**config.mk**
```make
export PLATFORM = sky130hd
export DESIGN_NAME = dbg_apb_master_flat
export DESIGN_NICKNAME = d
export VERILOG_FILES = /design/src/rtl/dbg_apb_pkg.sv /design/src/rtl/dbg_apb_master_if.sv /design/src/rtl/dbg_apb_timeout.sv /design/src/rtl/dbg_apb_master.sv /design/src/flat_wrapper.sv
export SDC_FILE = /design/constraint.sdc
export NUM_CORES = 1
export LEC_CHECK = 0
export CAP_MARGIN = 20
export CORE_UTILIZATION = 40
export CTS_CLUSTER_DIAMETER = 30
export CTS_CLUSTER_SIZE = 30
export DETAILED_ROUTE_END_ITERATION = 12
export MAX_ROUTING_LAYER = met4
export PLACE_DENSITY = 0.8
export SKIP_CTS_REPAIR_TIMING = 1
export SYNTH_ARGS = -nofsm -noshare
export SYNTH_HDL_FRONTEND = slang
export SYNTH_SLANG_ARGS = --single-unit
```
**constraint.sdc**
```tcl
create_clock -name clk -period 2 [get_ports clk]
set_clock_uncertainty 0.1 [all_clocks]
set_input_delay 0.5 -clock clk [delete_from_list [all_inputs] [get_ports clk]]
set_output_delay 0.5 -clock clk [all_outputs]
set_load 0.02 [all_outputs]
```
**src/rtl/dbg_apb_pkg.sv**
```systemverilog
// Shared types and helpers for the debug APB master bridge.
package dbg_apb_pkg;

    typedef enum logic [1:0] {
        IDLE   = 2'd0,
        SETUP  = 2'd1,
        ACCESS = 2'd2,
        RESP   = 2'd3
    } apb_mst_state_e;

    localparam int DEFAULT_TIMEOUT = 256;

    // Select vectors wider than 32 bits are not supported by this check.
    function automatic logic is_onehot(input logic [31:0] vec);
        return (vec != 32'd0) && ((vec & (vec - 32'd1)) == 32'd0);
    endfunction

endpackage

```
**src/rtl/dbg_apb_master_if.sv**
```systemverilog
// Request/response and APB bus signals of the debug APB master bridge.
interface dbg_apb_master_if #(
    parameter int NR_SLAVES   = 1,
    parameter int ADDR_WIDTH  = 5,
    parameter int WDATA_WIDTH = 32,
    parameter int RDATA_WIDTH = 32
);
    logic                     req_valid;
    logic                     req_ready;
    logic [ADDR_WIDTH-1:0]    req_addr;
    logic [NR_SLAVES-1:0]     req_sel;
    logic                     req_wr_rd;
    logic [WDATA_WIDTH-1:0]   req_wdata;
    logic                     rsp_valid;
    logic                     rsp_err;
    logic [RDATA_WIDTH-1:0]   rsp_rdata;
    logic [ADDR_WIDTH-1:0]    apb_addr;
    logic [NR_SLAVES-1:0]     apb_sel;
    logic                     apb_enable;
    logic                     apb_wr_rd;
    logic [WDATA_WIDTH-1:0]   apb_wdata;
    logic [WDATA_WIDTH/8-1:0] apb_wstrobe;
    logic                     apb_ready;
    logic [RDATA_WIDTH-1:0]   apb_rdata;

    modport master (
        input  req_valid, req_addr, req_sel, req_wr_rd, req_wdata,
        input  apb_ready, apb_rdata,
        output req_ready, rsp_valid, rsp_err, rsp_rdata,
        output apb_addr, apb_sel, apb_enable, apb_wr_rd, apb_wdata, apb_wstrobe
    );

    modport slave (
        output req_valid, req_addr, req_sel, req_wr_rd, req_wdata,
        output apb_ready, apb_rdata,
        input  req_ready, rsp_valid, rsp_err, rsp_rdata,
        input  apb_addr, apb_sel, apb_enable, apb_wr_rd, apb_wdata, apb_wstrobe
    );

endinterface

```
**src/rtl/dbg_apb_timeout.sv**
```systemverilog
// Saturating ACCESS-phase wait counter; flags the wait cycle that reaches TIMEOUT.
module dbg_apb_timeout #(
    parameter int TIMEOUT = 256
) (
    input  logic clk,
    input  logic rst,
    input  logic clr,
    input  logic en,
    output logic expiring
);
    localparam int CW = (TIMEOUT < 1) ? 1 : $clog2(TIMEOUT + 1);
    localparam logic [CW-1:0] SAT  = (TIMEOUT > 0) ? CW'(TIMEOUT) : {CW{1'b1}};
    localparam logic [CW-1:0] LAST = (TIMEOUT > 0) ? CW'(TIMEOUT - 1) : {CW{1'b0}};

    logic [CW-1:0] count_q;

    always_ff @(posedge clk) begin
        if (rst) begin
            count_q <= '0;
        end else if (clr) begin
            count_q <= '0;
        end else if (en && (count_q != SAT)) begin
            count_q <= count_q + CW'(1);
        end
    end

    // True when one more stalled cycle would bring the count to TIMEOUT.
    assign expiring = (TIMEOUT > 0) && (count_q == LAST);

endmodule

```
**src/rtl/dbg_apb_master.sv**
```systemverilog
// Debug APB master bridge: one request at a time, SETUP/ACCESS sequencing,
// ready-timeout so a hung core cannot lock the debugger.
module dbg_apb_master
    import dbg_apb_pkg::*;
#(
    parameter int NR_SLAVES   = 1,
    parameter int ADDR_WIDTH  = 5,
    parameter int WDATA_WIDTH = 32,
    parameter int RDATA_WIDTH = 32,
    parameter int TIMEOUT     = DEFAULT_TIMEOUT
) (
    input  logic             clk,
    input  logic             rst,
    dbg_apb_master_if.master bus
);
    localparam int SW = WDATA_WIDTH / 8;

    apb_mst_state_e           state_q, state_d;
    logic                     req_ready_q, req_ready_d;
    logic                     rsp_valid_q, rsp_valid_d;
    logic                     rsp_err_q, rsp_err_d;
    logic [RDATA_WIDTH-1:0]   rsp_rdata_q, rsp_rdata_d;
    logic [ADDR_WIDTH-1:0]    apb_addr_q, apb_addr_d;
    logic [NR_SLAVES-1:0]     apb_sel_q, apb_sel_d;
    logic                     apb_enable_q, apb_enable_d;
    logic                     apb_wr_rd_q, apb_wr_rd_d;
    logic [WDATA_WIDTH-1:0]   apb_wdata_q, apb_wdata_d;
    logic [SW-1:0]            apb_wstrobe_q, apb_wstrobe_d;
    logic                     cnt_clr, cnt_en, cnt_expiring;

    assign cnt_clr = (state_q != ACCESS);
    assign cnt_en  = (state_q == ACCESS) && !bus.apb_ready;

    dbg_apb_timeout #(
        .TIMEOUT (TIMEOUT)
    ) u_timeout (
        .clk      (clk),
        .rst      (rst),
        .clr      (cnt_clr),
        .en       (cnt_en),
        .expiring (cnt_expiring)
    );

    always_ff @(posedge clk) begin
        if (rst) begin
            state_q       <= IDLE;
            req_ready_q   <= 1'b1;
            rsp_valid_q   <= 1'b0;
            rsp_err_q     <= 1'b0;
            rsp_rdata_q   <= '0;
            apb_addr_q    <= '0;
            apb_sel_q     <= '0;
            apb_enable_q  <= 1'b0;
            apb_wr_rd_q   <= 1'b0;
            apb_wdata_q   <= '0;
            apb_wstrobe_q <= '0;
        end else begin
            state_q       <= state_d;
            req_ready_q   <= req_ready_d;
            rsp_valid_q   <= rsp_valid_d;
            rsp_err_q     <= rsp_err_d;
            rsp_rdata_q   <= rsp_rdata_d;
            apb_addr_q    <= apb_addr_d;
            apb_sel_q     <= apb_sel_d;
            apb_enable_q  <= apb_enable_d;
            apb_wr_rd_q   <= apb_wr_rd_d;
            apb_wdata_q   <= apb_wdata_d;
            apb_wstrobe_q <= apb_wstrobe_d;
        end
    end

    // Outputs are registered, so each branch sets the values seen in the next state.
    always_comb begin
        state_d       = state_q;
        req_ready_d   = req_ready_q;
        rsp_valid_d   = 1'b0;
        rsp_err_d     = 1'b0;
        rsp_rdata_d   = '0;
        apb_addr_d    = apb_addr_q;
        apb_sel_d     = apb_sel_q;
        apb_enable_d  = apb_enable_q;
        apb_wr_rd_d   = apb_wr_rd_q;
        apb_wdata_d   = apb_wdata_q;
        apb_wstrobe_d = apb_wstrobe_q;

        unique case (state_q)
            IDLE: begin
                if (bus.req_valid) begin
                    req_ready_d = 1'b0;
                    if (!is_onehot(32'(bus.req_sel))) begin
                        state_d     = RESP;
                        rsp_valid_d = 1'b1;
                        rsp_err_d   = 1'b1;
                    end else begin
                        state_d       = SETUP;
                        apb_sel_d     = bus.req_sel;
                        apb_addr_d    = bus.req_addr;
                        apb_wr_rd_d   = bus.req_wr_rd;
                        apb_wdata_d   = bus.req_wdata;
                        apb_wstrobe_d = bus.req_wr_rd ? {SW{1'b1}} : {SW{1'b0}};
                    end
                end
            end
            SETUP: begin
                state_d      = ACCESS;
                apb_enable_d = 1'b1;
            end
            ACCESS: begin
                if (bus.apb_ready) begin
                    state_d      = RESP;
                    rsp_valid_d  = 1'b1;
                    rsp_rdata_d  = apb_wr_rd_q ? '0 : bus.apb_rdata;
                    apb_sel_d    = '0;
                    apb_enable_d = 1'b0;
                end else if (cnt_expiring) begin
                    state_d      = RESP;
                    rsp_valid_d  = 1'b1;
                    rsp_err_d    = 1'b1;
                    apb_sel_d    = '0;
                    apb_enable_d = 1'b0;
                end
            end
            RESP: begin
                state_d     = IDLE;
                req_ready_d = 1'b1;
            end
            default: state_d = IDLE;
        endcase
    end

    assign bus.req_ready   = req_ready_q;
    assign bus.rsp_valid   = rsp_valid_q;
    assign bus.rsp_err     = rsp_err_q;
    assign bus.rsp_rdata   = rsp_rdata_q;
    assign bus.apb_addr    = apb_addr_q;
    assign bus.apb_sel     = apb_sel_q;
    assign bus.apb_enable  = apb_enable_q;
    assign bus.apb_wr_rd   = apb_wr_rd_q;
    assign bus.apb_wdata   = apb_wdata_q;
    assign bus.apb_wstrobe = apb_wstrobe_q;

endmodule

```
**src/flat_wrapper.sv**
```systemverilog
// flat-port wrapper written by rule: the top's interface ports become plain ports
module dbg_apb_master_flat import dbg_apb_pkg::*;
#(
    parameter int NR_SLAVES   = 1,
    parameter int ADDR_WIDTH  = 5,
    parameter int WDATA_WIDTH = 32,
    parameter int RDATA_WIDTH = 32,
    parameter int TIMEOUT     = DEFAULT_TIMEOUT
)
  (clk, rst, bus_req_valid, bus_req_addr, bus_req_sel, bus_req_wr_rd, bus_req_wdata, bus_apb_ready, bus_apb_rdata, bus_req_ready, bus_rsp_valid, bus_rsp_err, bus_rsp_rdata, bus_apb_addr, bus_apb_sel, bus_apb_enable, bus_apb_wr_rd, bus_apb_wdata, bus_apb_wstrobe);
  dbg_apb_master_if #(.NR_SLAVES(NR_SLAVES), .ADDR_WIDTH(ADDR_WIDTH), .WDATA_WIDTH(WDATA_WIDTH), .RDATA_WIDTH(RDATA_WIDTH)) bus_i ();
  input  logic clk;
  input  logic rst;
  input wire logic [$bits(bus_i.req_valid)-1:0] bus_req_valid;
  input wire logic [$bits(bus_i.req_addr)-1:0] bus_req_addr;
  input wire logic [$bits(bus_i.req_sel)-1:0] bus_req_sel;
  input wire logic [$bits(bus_i.req_wr_rd)-1:0] bus_req_wr_rd;
  input wire logic [$bits(bus_i.req_wdata)-1:0] bus_req_wdata;
  input wire logic [$bits(bus_i.apb_ready)-1:0] bus_apb_ready;
  input wire logic [$bits(bus_i.apb_rdata)-1:0] bus_apb_rdata;
  output wire logic [$bits(bus_i.req_ready)-1:0] bus_req_ready;
  output wire logic [$bits(bus_i.rsp_valid)-1:0] bus_rsp_valid;
  output wire logic [$bits(bus_i.rsp_err)-1:0] bus_rsp_err;
  output wire logic [$bits(bus_i.rsp_rdata)-1:0] bus_rsp_rdata;
  output wire logic [$bits(bus_i.apb_addr)-1:0] bus_apb_addr;
  output wire logic [$bits(bus_i.apb_sel)-1:0] bus_apb_sel;
  output wire logic [$bits(bus_i.apb_enable)-1:0] bus_apb_enable;
  output wire logic [$bits(bus_i.apb_wr_rd)-1:0] bus_apb_wr_rd;
  output wire logic [$bits(bus_i.apb_wdata)-1:0] bus_apb_wdata;
  output wire logic [$bits(bus_i.apb_wstrobe)-1:0] bus_apb_wstrobe;
  assign bus_i.req_valid = bus_req_valid;
  assign bus_i.req_addr = bus_req_addr;
  assign bus_i.req_sel = bus_req_sel;
  assign bus_i.req_wr_rd = bus_req_wr_rd;
  assign bus_i.req_wdata = bus_req_wdata;
  assign bus_i.apb_ready = bus_apb_ready;
  assign bus_i.apb_rdata = bus_apb_rdata;
  assign bus_req_ready = bus_i.req_ready;
  assign bus_rsp_valid = bus_i.rsp_valid;
  assign bus_rsp_err = bus_i.rsp_err;
  assign bus_rsp_rdata = bus_i.rsp_rdata;
  assign bus_apb_addr = bus_i.apb_addr;
  assign bus_apb_sel = bus_i.apb_sel;
  assign bus_apb_enable = bus_i.apb_enable;
  assign bus_apb_wr_rd = bus_i.apb_wr_rd;
  assign bus_apb_wdata = bus_i.apb_wdata;
  assign bus_apb_wstrobe = bus_i.apb_wstrobe;
  dbg_apb_master #(.NR_SLAVES(NR_SLAVES), .ADDR_WIDTH(ADDR_WIDTH), .WDATA_WIDTH(WDATA_WIDTH), .RDATA_WIDTH(RDATA_WIDTH), .TIMEOUT(TIMEOUT)) u_core (.clk(clk), .rst(rst), .bus(bus_i));
endmodule
```
# [Word-level counts from Yosys, hierarchy flattened]
# Cells that the tools add are included.
[totals] rom_bits=0 mem_bits_rw=0 inputBits=75 out_inout_bits=79 mem_count=0 register_bits=90 latchBits=0
[op_classes] n_addsub=2 n_eq_ne=9 n_bitwise=3 div=0 shift=0 mul=0 magnitude_cmp=0 reduce_logical=16 n_mux=21
[ops] operator="bitwise AND 1 x 32 -> 32 bit" count=1
[ops] operator="logical NOT 32 bit" count=1
[ops] operator="2-to-1 mux 1 bit" count=10
[ops] operator="one-hot mux 1 bit (2 select lines)" count=5
[ops] operator="adder 9 x 1 -> 9 bit, second input constant" count=1
[ops] operator="== test 9 x 8 -> 1 bit, second input constant" count=1
[ops] operator="inequality test 9 bit, second input constant" count=1
[ops] operator="2-to-1 mux 2 bit" count=4
[ops] operator="one-hot mux 2 bit (4 select lines)" count=1
[ops] operator="AND reduction 2 bit" count=3
[ops] operator="nonzero test 2 bit" count=3
[ops] operator="== test 2 bit, second input constant" count=2
[ops] operator="2-to-1 mux 4 bit" count=1
[ops] operator="inequality test 2 bit, second input constant" count=2
[ops] operator="AND reduction 4 bit" count=1
[ops] operator="OR reduction 4 bit" count=1
[ops] operator="logical AND 1 bit" count=3
[ops] operator="inequality test 3 x 2 -> 1 bit, second input constant" count=1
[ops] operator="AND reduction 3 bit" count=1
[ops] operator="== test 2 x 1 -> 1 bit, second input constant" count=1
[ops] operator="logical NOT 2 bit" count=1
[ops] operator="inequality test 2 x 1 -> 1 bit, second input constant" count=1
[ops] operator="NOT 1 bit" count=2
[ops] operator="OR reduction 2 bit" count=1
[ops] operator="other kinds (2)" count=2

# [Logic depth before layout (Yosys ltp)]
[logic_depth] word_depth=7 mapped_depth=7 ltp_nobuf=7

# [Cells and area by module]
# Synthesis repeated with hierarchy kept, for this count alone.
[hier_totals] cells_unflattened=335 hier_area_um2=3085.5
[modules_own_cells] module="dbg_apb_master" area_each_um2=2625.0 seq_area_each_um2=1541.5 cells_each=282 instances=1
[modules_own_cells] module="dbg_apb_timeout" area_each_um2=460.4 seq_area_each_um2=180.2 cells_each=53 instances=1

# [Least setup slack after synthesis]
# OpenSTA, ideal clock, no wires.
[synth_path] path_type="register to register" start="register u_core.u_timeout.count_q[0]" end="register u_core.state_q[0]" required_time_ns=1.785 t_arrival_ns=1.564 n_path_buf=0 setup_ns=0.115 path_slack_ns=0.221 path_stages_with_launch=8 period_less_slack_ns=1.779 cell_sequence="dfxtp_1 > ha_1 > nand3_1 > nor2_1 > ha_1 > or3b_1 > and2_1 > o21a_1"
[synth_via] elab_chain_cells=3
[synth_lines] element="start, declared" line_no="dbg_apb_timeout.sv:15" rtl="logic [CW-1:0] count_q;"
[synth_lines] element="start signal, assigned" line_no="dbg_apb_timeout.sv:23" rtl="count_q <= count_q + CW'(1);"
[synth_lines] element="== test 9 x 8 -> 1 bit" line_no="dbg_apb_timeout.sv:28" rtl="assign expiring = (TIMEOUT > 0) && (count_q == LAST);"
[synth_lines] element="inequality test 3 x 2 -> 1 bit (no source line)"
[synth_lines] element="AND reduction 2 bit (no source line)"
[synth_lines] element="end signal, assigned" line_no="dbg_apb_master.sv:58" rtl="state_q <= state_d;"
[synth_lines] element="end, declared" line_no="dbg_apb_master.sv:18" rtl="apb_mst_state_e state_q, state_d;"
# Every way passes these cells.
# A chain may end at the register's enable or synchronous reset.

# [Worst setup path in the final report]
[layout_path] start="register u_core.apb_enable_q, in the netlist u_core.bus.apb_enable" end="output bus_apb_enable"
[layout_rtl] element="start, declared" line_no="dbg_apb_master.sv:25" rtl="logic apb_enable_q, apb_enable_d;"
[layout_rtl] element="start signal, assigned" line_no="dbg_apb_master.sv:65" rtl="apb_enable_q <= apb_enable_d;"
[layout_rtl] element="end, declared" line_no="flat_wrapper.sv:27" rtl="output wire logic [$bits(bus_i.apb_enable)-1:0] bus_apb_enable;"
# No word-level cell between the ends.

==> impl_summary.md <==
Detailed routing
Dividing the detail-routed wire length by the instance count gives 12.6 um. After detailed routing, the total wire length is 7510 um. The via-per-instance ratio is 4.69.

The number of iterations in the first detailed-routing pass is 5. For this run, design rule violations remaining after detail routing come to 0. The count of nets left with antenna violations once routing finished came out at 0. The detailed router placed 2796 vias in this run. After the first detailed-routing iteration, the DRC count stood at 99.

Worst setup path
The type of the setup path with the least slack is flip-flop to output pin. The cell family contributing the most delay on the critical path is buffers and inverters. On the critical path, the stage with the largest delay is an instance of clkdlybuf4s50_1.

The buffering stage count on the worst path with inverters included is 1. The length in cells of the worst reg-to-reg path is 7. For the worst setup path, the data arrival time is 1310 ps. Walking the worst path, the cells encountered are clkdlybuf4s50_1. Setup slack on the worst reg-to-reg path comes out at 110 ps.

In this run the number of cells on the critical path is 1. The critical path required time is 1400 ps. The worst setup path is launched from a flip-flop. In this run the critical register-to-register path is launched from u_core.u_timeout.count_q[0]$_SDFFE_PP0P_.

The critical register-to-register path endpoint is u_core.state_q[0]$_SDFFE_PP0P_. The critical path endpoint category is an output pin. Of all nets on the critical path, the largest fanout is 2. The delay of the slowest cell on the worst path is 620 ps.

Synthesis
The number of synthesized register bits is 86. In this run the mean area of a mapped cell was 9.05 um2. The number of enable flip-flop cells after synthesis is 0.

In the post-synthesis netlist, the biggest area contributors are dfxtp_1 56%, nand2_1 10%, a21oi_1 8.5%. The post-synthesis net count is 420. The Yosys step of the flow raised 0 warnings. For this run, the register share of the synthesized area comes to 0.563.

For this run, the leading register cell type out of synthesis is dfxtp_1. The fraction of synthesized cell area taken by the top area cell type is 0.563. The post-synthesis async set-or-reset flop share is 0. The mapped netlist covers 3060 um2.

The largest area contributor in the synthesized netlist is dfxtp_1. In this run, distinct cell masters in the synthesized netlist total 33. The count of mapped cells out of synthesis is 338.

Global routing
For this run, global-route usage on met2 was measured as 0.341. The maximum number of pins on one net before global-route repair is 33. The first global-routing pass estimated 11400 um of wire. The via count of the first global-routing pass is 2654. The routing usage on met3 is 0.0683. The total overflow reported by the global router is 0. The number of antenna violations at the first check in global routing is 0. For this run, global-route usage on met1 was measured as 0.198.

The global routing stage identified its most utilized layer as met2. The global-route usage over all layers is 0.194.

Clock network
The tree is rooted in a clkbuf_8. The CTS tree is done. For this design, the sink count on the clock tree is 86.

The clock transition at the registers of the reported paths is 90 ps. In this run the number of H-tree levels came out at 3. At the later pin of the worst-skew pair, clock insertion delay measures 340 ps. The longest clock path from root to sink contains 2 buffers.

TritonCTS created 9 clock buffers.

Place
Routability-driven placement finished with a final weighted congestion of 0.859. Before CTS, the worst setup slack after placement is -122 ps. The wire-length estimate of the detail-placed layout is 5680 um. Input and output buffers added on the ports amount to 153. Once placement completed, the tool counted placed cells totaling 580. After detailed placement, the total cell area comes to 4720 um2.

Run status
The flow ran to the end, and the final reports show no timing, DRC or antenna violations.

Timing
Setup repair after global routing left no endpoint under its margin. Derived from the worst setup path, the maximum achievable clock frequency is 523 MHz. The final-report max-slew violation count is 0.

The smallest hold slack is 357 ps. The routed design could run at a clock period as short as 1910 ps. The final worst slack is 89.0 ps. The fraction of the cycle the final worst path needs is 0.956. For the pin with the worst max-slew slack, the measured transition is 341 ps.

The tightest slew margin relative to the limit is 0.772. Setup violations remaining at the end of the flow were counted as 0. Setup total negative slack on the finished layout was measured at 0 ps.

The number of failing hold endpoints at the final stage is 0.

Hold path
The hold path depth is 2. The critical hold path startpoint is u_core.bus.apb_addr[0]$_SDFFE_PP0P_. The worst hold path class is flip-flop to flip-flop. For hold timing, the worst endpoint is u_core.bus.apb_addr[0]$_SDFFE_PP0P_.

Floorplan
The die boundary width is 89.5 um. The die height is 89.5 um. The floorplan has 31 rows. The floorplan core area is 7330 um2. For this configuration, the core starts out at a cell density of 0.417. The count of boundary I/O pins is 154. The floorplan step defined a die boundary enclosing 8000 um2.

Finish
The post-route non-filler standard cell count is 596. From synthesis to final layout, the design area changed by 60.2%. After routing the design area is 4900 um2. In the final layout, the share of cells above drive strength 1 is 0.0704. The number of fill cells in the layout is 580. The net count of the finished layout is 574.

0 antenna diodes ended up in the layout.

Pwr
For this design the ratio of total power to cell area is 886 nW/um2. The peak supply drop is 0.466 mV. The static leakage is 1.88 nW.

Flow run
The tool flagged a number of max-cap violations equal to 0.
[power by group]
group | switching, W | internal, W
Clock | 0.000609 | 0.000453
Combinational | 0.000661 | 0.000656
Sequential | 0.0000846 | 0.00188
Total | 0.00135 | 0.00299
[registers in the layout, summed over array words and instances, names as in the netlist]
name,count
u_core.bus.apb_addr,5
u_core.bus.apb_enable,1
u_core.bus.apb_sel,1
u_core.bus.apb_wdata,32
u_core.bus.apb_wstrobe,1
u_core.bus.req_ready,1
u_core.bus.rsp_err,1
u_core.bus.rsp_rdata,32
u_core.bus.rsp_valid,1
u_core.state_q,2
u_core.u_timeout.count_q,9
[logic make-up (layout without fill, tap and decap cells)]
| group | after synthesis | in the layout | share of synthesized area |
|---|---|---|---|
| AOI/OAI and AO/OA | 67 | 67 | 0.118 |
| adders and majority gates | 7 | 7 | 0.0286 |
| buffers and inverters | 28 | 187 | 0.0417 |
| DFF | 86 | 86 | 0.563 |
| muxes | 3 | 3 | 0.00982 |
| and+or+nand+nor | 147 | 147 | 0.239 |
[stage by stage]
step           utilization  total power (W)
2_1_floorplan            -          0.00271
3_3_place_gp         0.643          0.00330
3_5_place_dp         0.643          0.00333
4_1_cts              0.667          0.00440
5_1_grt              0.669          0.00459
6_report             0.669          0.00434
[layout make-up]
class	count	area (um2)	area share
inverter	7	26.3	0.00536
timing repair buffer	164	1650	0.336
clock buffer	9	124	0.0253
sequential	86	1720	0.351
multi-input combinational	224	1210	0.247
tap	99	124	0.0253
clock inverter	7	48.8	0.00995
[tightest hold or removal path, cell delays in order (launching register included)]
cell,delay (ps)
dfxtp_1,310
nand2_1,50
a21oi_1,50
[metal layers]
layer	part of all wire	vias up	wire, um
met2	0.47	121	3530
met1	0.42	1250	3120
li1	-	1415	-
met5	0	-	0
met3	0.10	10	755
met4	0.014	0	107
[worst max path at each step]
stage | from | endpoint
3_3_place_gp | bus_apb_ready | u_core.u_timeout.count_q[7]$_SDFFE_PP0P_
3_5_place_dp | bus_apb_ready | u_core.u_timeout.count_q[5]$_SDFFE_PP0P_
6_report | u_core.bus.apb_enable$_SDFFE_PP0P_ | bus_apb_enable
2_1_floorplan | u_core.u_timeout.count_q[0]$_SDFFE_PP0P_ | u_core.state_q[0]$_SDFFE_PP0P_
5_1_grt | u_core.u_timeout.count_q[0]$_SDFFE_PP0P_ | u_core.state_q[0]$_SDFFE_PP0P_
4_1_cts | u_core.bus.apb_wstrobe[2]$_SDFFE_PP0P_ | bus_apb_wstrobe[1]
[cells in the final DEF (no fill, tap or decap), types with 2 or more instances in the layout]
master	instances
a21oi_1	52
and2_1	33
buf_12	2
buf_4	9
clkbuf_8	9
clkdlybuf4s50_1	147
clkinv_2	3
clkinv_4	2
dfxtp_1	85
dlymetal6s2s_1	5
ha_1	7
inv_1	7
mux2i_1	3
nand2_1	85
nand2b_1	3
nand3_1	5
nor2_1	4
nor2b_1	3
nor4b_2	2
o21ai_0	7
o31ai_1	2
or3_1	3
or4_1	2
[Yosys cell counts (2+ instances only)]
master and instances:
or3_1 3, buf_1 2, buf_2 6, nand2_1 85
o21ai_0 7, clkbuf_1 9, mux2i_1 3, nor2b_1 3
inv_1 7, nand2b_1 3, ha_1 7, dfxtp_1 86
or4_1 2, o31ai_1 2, and2_1 33, nor4b_2 2
nor2_1 4, nand3_1 5, buf_4 4, a21oi_1 52
Note: power is estimated with default switching activity, not from simulation.
==> patch 1, RTL diff (same settings) <==
`WDATA_WIDTH` is set to 32 in 3 places; all go to 16.
--- a/src/rtl/dbg_apb_master_if.sv
+++ b/src/rtl/dbg_apb_master_if.sv
@@ -3,5 +3,5 @@
     parameter int NR_SLAVES   = 1,
     parameter int ADDR_WIDTH  = 5,
-    parameter int WDATA_WIDTH = 32,
+    parameter int WDATA_WIDTH = 16,
     parameter int RDATA_WIDTH = 32
 );
--- a/src/rtl/dbg_apb_master.sv
+++ b/src/rtl/dbg_apb_master.sv
@@ -6,5 +6,5 @@
     parameter int NR_SLAVES   = 1,
     parameter int ADDR_WIDTH  = 5,
-    parameter int WDATA_WIDTH = 32,
+    parameter int WDATA_WIDTH = 16,
     parameter int RDATA_WIDTH = 32,
     parameter int TIMEOUT     = DEFAULT_TIMEOUT
--- a/src/flat_wrapper.sv
+++ b/src/flat_wrapper.sv
@@ -4,5 +4,5 @@
     parameter int NR_SLAVES   = 1,
     parameter int ADDR_WIDTH  = 5,
-    parameter int WDATA_WIDTH = 32,
+    parameter int WDATA_WIDTH = 16,
     parameter int RDATA_WIDTH = 32,
     parameter int TIMEOUT     = DEFAULT_TIMEOUT
Interface: changed (resized bus_apb_wdata, bus_apb_wstrobe and bus_req_wdata); port bits go from 154 to 120. No check against the original RTL was run, so the function may have changed too.
==> patch 1 against the unedited design <==
  * Critical path depth did not move
  * Final area fell by 19%
  * Final cell count is 21% lower
  * Area after synthesis fell by 19%
  * Total power fell by 18%
  * Routed wire length is 20% lower
  * Sequential cell count fell by 16
  * Global-route usage grew 0.31 points
  * Utilization down 0.11 points
  * Setup slack gained 15 ps
  * Critical path type unchanged
  * Largest cell class unchanged
==> patch 1: results <==
[detailed_routing]
vias_per_cell = 4.67
met2_wirelength_mm = 2.90
first_pass_iters = 4
wl_met3_um = 569
avgRoutedWirePerCell_um = 12.7

[finish]
nMultiInputCombCells = 176
clock_cell_area_share_pct = 4.41
inverters = 6
multi_input_area_share_pct = 24.8
nNonClkBuffers = 129
seq_area_share_pct = 35.2
clock_buffers = 12
non_clock_buffer_area_share_pct = 32.7
nFillCells = 498

[global_routing]
grtUsageMet2_pct = 32.6
grt_pass1_vias = 2098
grt_use_met1_pct = 20.5
grt.total_usage_pct = 19.8

[placed_design]
dp_hpwl_mm = 4.55
port_buffers = 119
dp.cells = 456
place_congestion = 0.877

[critical_path]
r2r_setup_slack_ps = 150

[power_and_ir_drop]
power_switching_mw = 1.04
p_seq_mw = 1.59
cellLeakagePower_nw = 1.51
ir_worst_vdd_v = 0.000511
p_comb_share_pct = 27.1

[clocking]
clk_pin_slew_ps = 70

[synth]
synth_compound_area_share_pct = 11.5
syn_nets = 332
ys_seq_area_share_pct = 56.7
netlist_instances = 266
synthAdderAreaFrac_pct = 3.54

[sta]
tightest_slew_ps = 502

[run_status]
status = finished, final reports clean
patch 1: cell count changes after synthesis, sizes merged, moves of 7 or more:
cell	before	now
a21oi	52	36
buf	12	5
dfxtp	86	70
nand2	85	54
patch 1: final timing paths:
| check | startpoint | end |
|---|---|---|
| min | u_core.bus.apb_wdata[6] | u_core.bus.apb_wdata[6] |
| min reg2reg | u_core.bus.apb_wdata[6] | u_core.bus.apb_wdata[6] |
| max | u_core.bus.apb_wdata[11] | bus_apb_wdata[11] |
| max reg2reg | u_core.u_timeout.count_q[0] | u_core.state_q[1] |
patch 1: per-stage QoR:
| step | area, um2 | hold WS (ps) | utilization, % | setup WS [ps] |
|---|---|---|---|---|
| after detailed placement | 3790 | 348 | 63.7 | -0.941 |
| final | 3980 | 354 | 66.8 | 104 |
| after global routing | 3980 | 369 | 66.8 | 14.5 |
| after global placement | 3790 | 342 | 63.7 | 33.9 |
| after floorplan | 2470 | 365 | - | 273 |
| after CTS | 3970 | 358 | 66.6 | -65.1 |
==> patch 2, RTL diff (same flow settings) <==
Without the edit above. `rsp_rdata_q`, `apb_addr_q` and `apb_wdata_q` no longer have a reset.
--- a/src/rtl/dbg_apb_master.sv
+++ b/src/rtl/dbg_apb_master.sv
@@ -48,10 +48,7 @@
             rsp_valid_q   <= 1'b0;
             rsp_err_q     <= 1'b0;
-            rsp_rdata_q   <= '0;
-            apb_addr_q    <= '0;
             apb_sel_q     <= '0;
             apb_enable_q  <= 1'b0;
             apb_wr_rd_q   <= 1'b0;
-            apb_wdata_q   <= '0;
             apb_wstrobe_q <= '0;
         end else begin
@@ -60,12 +57,15 @@
             rsp_valid_q   <= rsp_valid_d;
             rsp_err_q     <= rsp_err_d;
-            rsp_rdata_q   <= rsp_rdata_d;
-            apb_addr_q    <= apb_addr_d;
             apb_sel_q     <= apb_sel_d;
             apb_enable_q  <= apb_enable_d;
             apb_wr_rd_q   <= apb_wr_rd_d;
-            apb_wdata_q   <= apb_wdata_d;
             apb_wstrobe_q <= apb_wstrobe_d;
         end
+    end
+
+    always_ff @(posedge clk) begin
+        rsp_rdata_q <= rsp_rdata_d;
+        apb_addr_q  <= apb_addr_d;
+        apb_wdata_q <= apb_wdata_d;
     end
 
Function: changed (a bounded check fails within 4 cycles, from zero or initial values and one cycle with rst high).
==> patch 2 against the unedited design <==
  * Critical path depth stayed put
  * Routed wire length is 0.57% lower
  * Sequential cell count stayed put
  * Final area is 1.3% lower
  * Setup slack worse by 34 ps
  * Maximum frequency is 1.8% lower
  * Die area is 5.2% lower
  * Area after synthesis is 5.3% lower
  * Total power is 9.3% higher
==> patch 2: results <==
[detailed_routing]
drt_iter0_markers = 59
vias_per_cell = 4.55
first_pass_iters = 4
met2_wirelength_mm = 4.00
wl_met3_um = 533
met1Wirelength_mm = 2.79
routed_wirelength_mm = 7.47

[synth]
synth_compound_area_share_pct = 5.79
synthTopCellsByCount = dfxtp_1 (49), edfxtp_1 (37), and2_1 (33), a21oi_1 (13), nand2_1 (11)
synth.distinct_cells = 31
synth_area_leaders = edfxtp_1 (38%), dfxtp_1 (34%), and2_1 (7.1%), ha_1 (3.0%), a21oi_1 (2.2%)
synth_mux_area_share_pct = 1.38
synthAdderAreaFrac_pct = 3.02

[critical_path]
crit_fanout = 3
crit_arrival_ps = 1350
critPathMaxStageDelay_ps = 640

[finish]
nMultiInputCombCells = 111
nNonClkBuffers = 161
clock_buffers = 12
nFillCells = 494
seq_area_share_pct = 43.3
fin_nets = 460
multi_input_area_share_pct = 15.0
instances_no_fill = 479
drive_gt1_share_pct = 8.09
flops_and_latches = 86
non_clock_buffer_area_share_pct = 33.9
multi_input_area_um2 = 724
clock_cell_area_share_pct = 4.55

[placed_design]
place_congestion = 0.759
pre_cts_ws_ps = -60.9
dpl_cell_area_mm2 = 0.00460

[power_and_ir_drop]
clkPwrFrac_pct = 27.2
cellLeakagePower_nw = 1.84
p_sw_share_pct = 28.0

[global_routing]
grt_first_pass_wirelength_mm = 10.5
grt.total_usage_pct = 20.0
grtUsageMet3_pct = 5.21
grt_pass1_vias = 2045
grt_use_met1_pct = 21.0

[run_status]
status = finished, final reports clean

[die]
num_rows = 30
## patch 2: cell types whose count changed after synthesis, sizes merged, moves of 2 or more
cell / delta
o21ai: -2
clkbuf: -5
inv: +2
a21oi: -39
o21a: +2
nor2: +3
dfxtp: -37
buf: -7
nand2: -74
edfxtp: +37
## patch 2: final timing paths
kind | slack, ps | end | cells past startpoint | startpoint
worst max-delay path | 50 | bus_apb_sel | 1 | u_core.bus.apb_sel
worst max register to register | 90 | u_core.state_q[0] | 7 | u_core.u_timeout.count_q[0]
worst min-delay path | 390 | u_core.u_timeout.count_q[0] | 2 | u_core.u_timeout.count_q[0]
worst min register to register | 390 | u_core.u_timeout.count_q[0] | 2 | u_core.u_timeout.count_q[0]
## patch 2: power groups by stage
stage | logic (mW) | registers, mW | clock network [mW]
floorplan | 0.413 | 2.41 | 0
global placement | 1.27 | 2.18 | 0
detailed placement | 1.30 | 2.19 | 0
CTS | 1.31 | 2.15 | 1.32
global route | 1.40 | 2.16 | 1.39
finish | 1.31 | 2.14 | 1.29
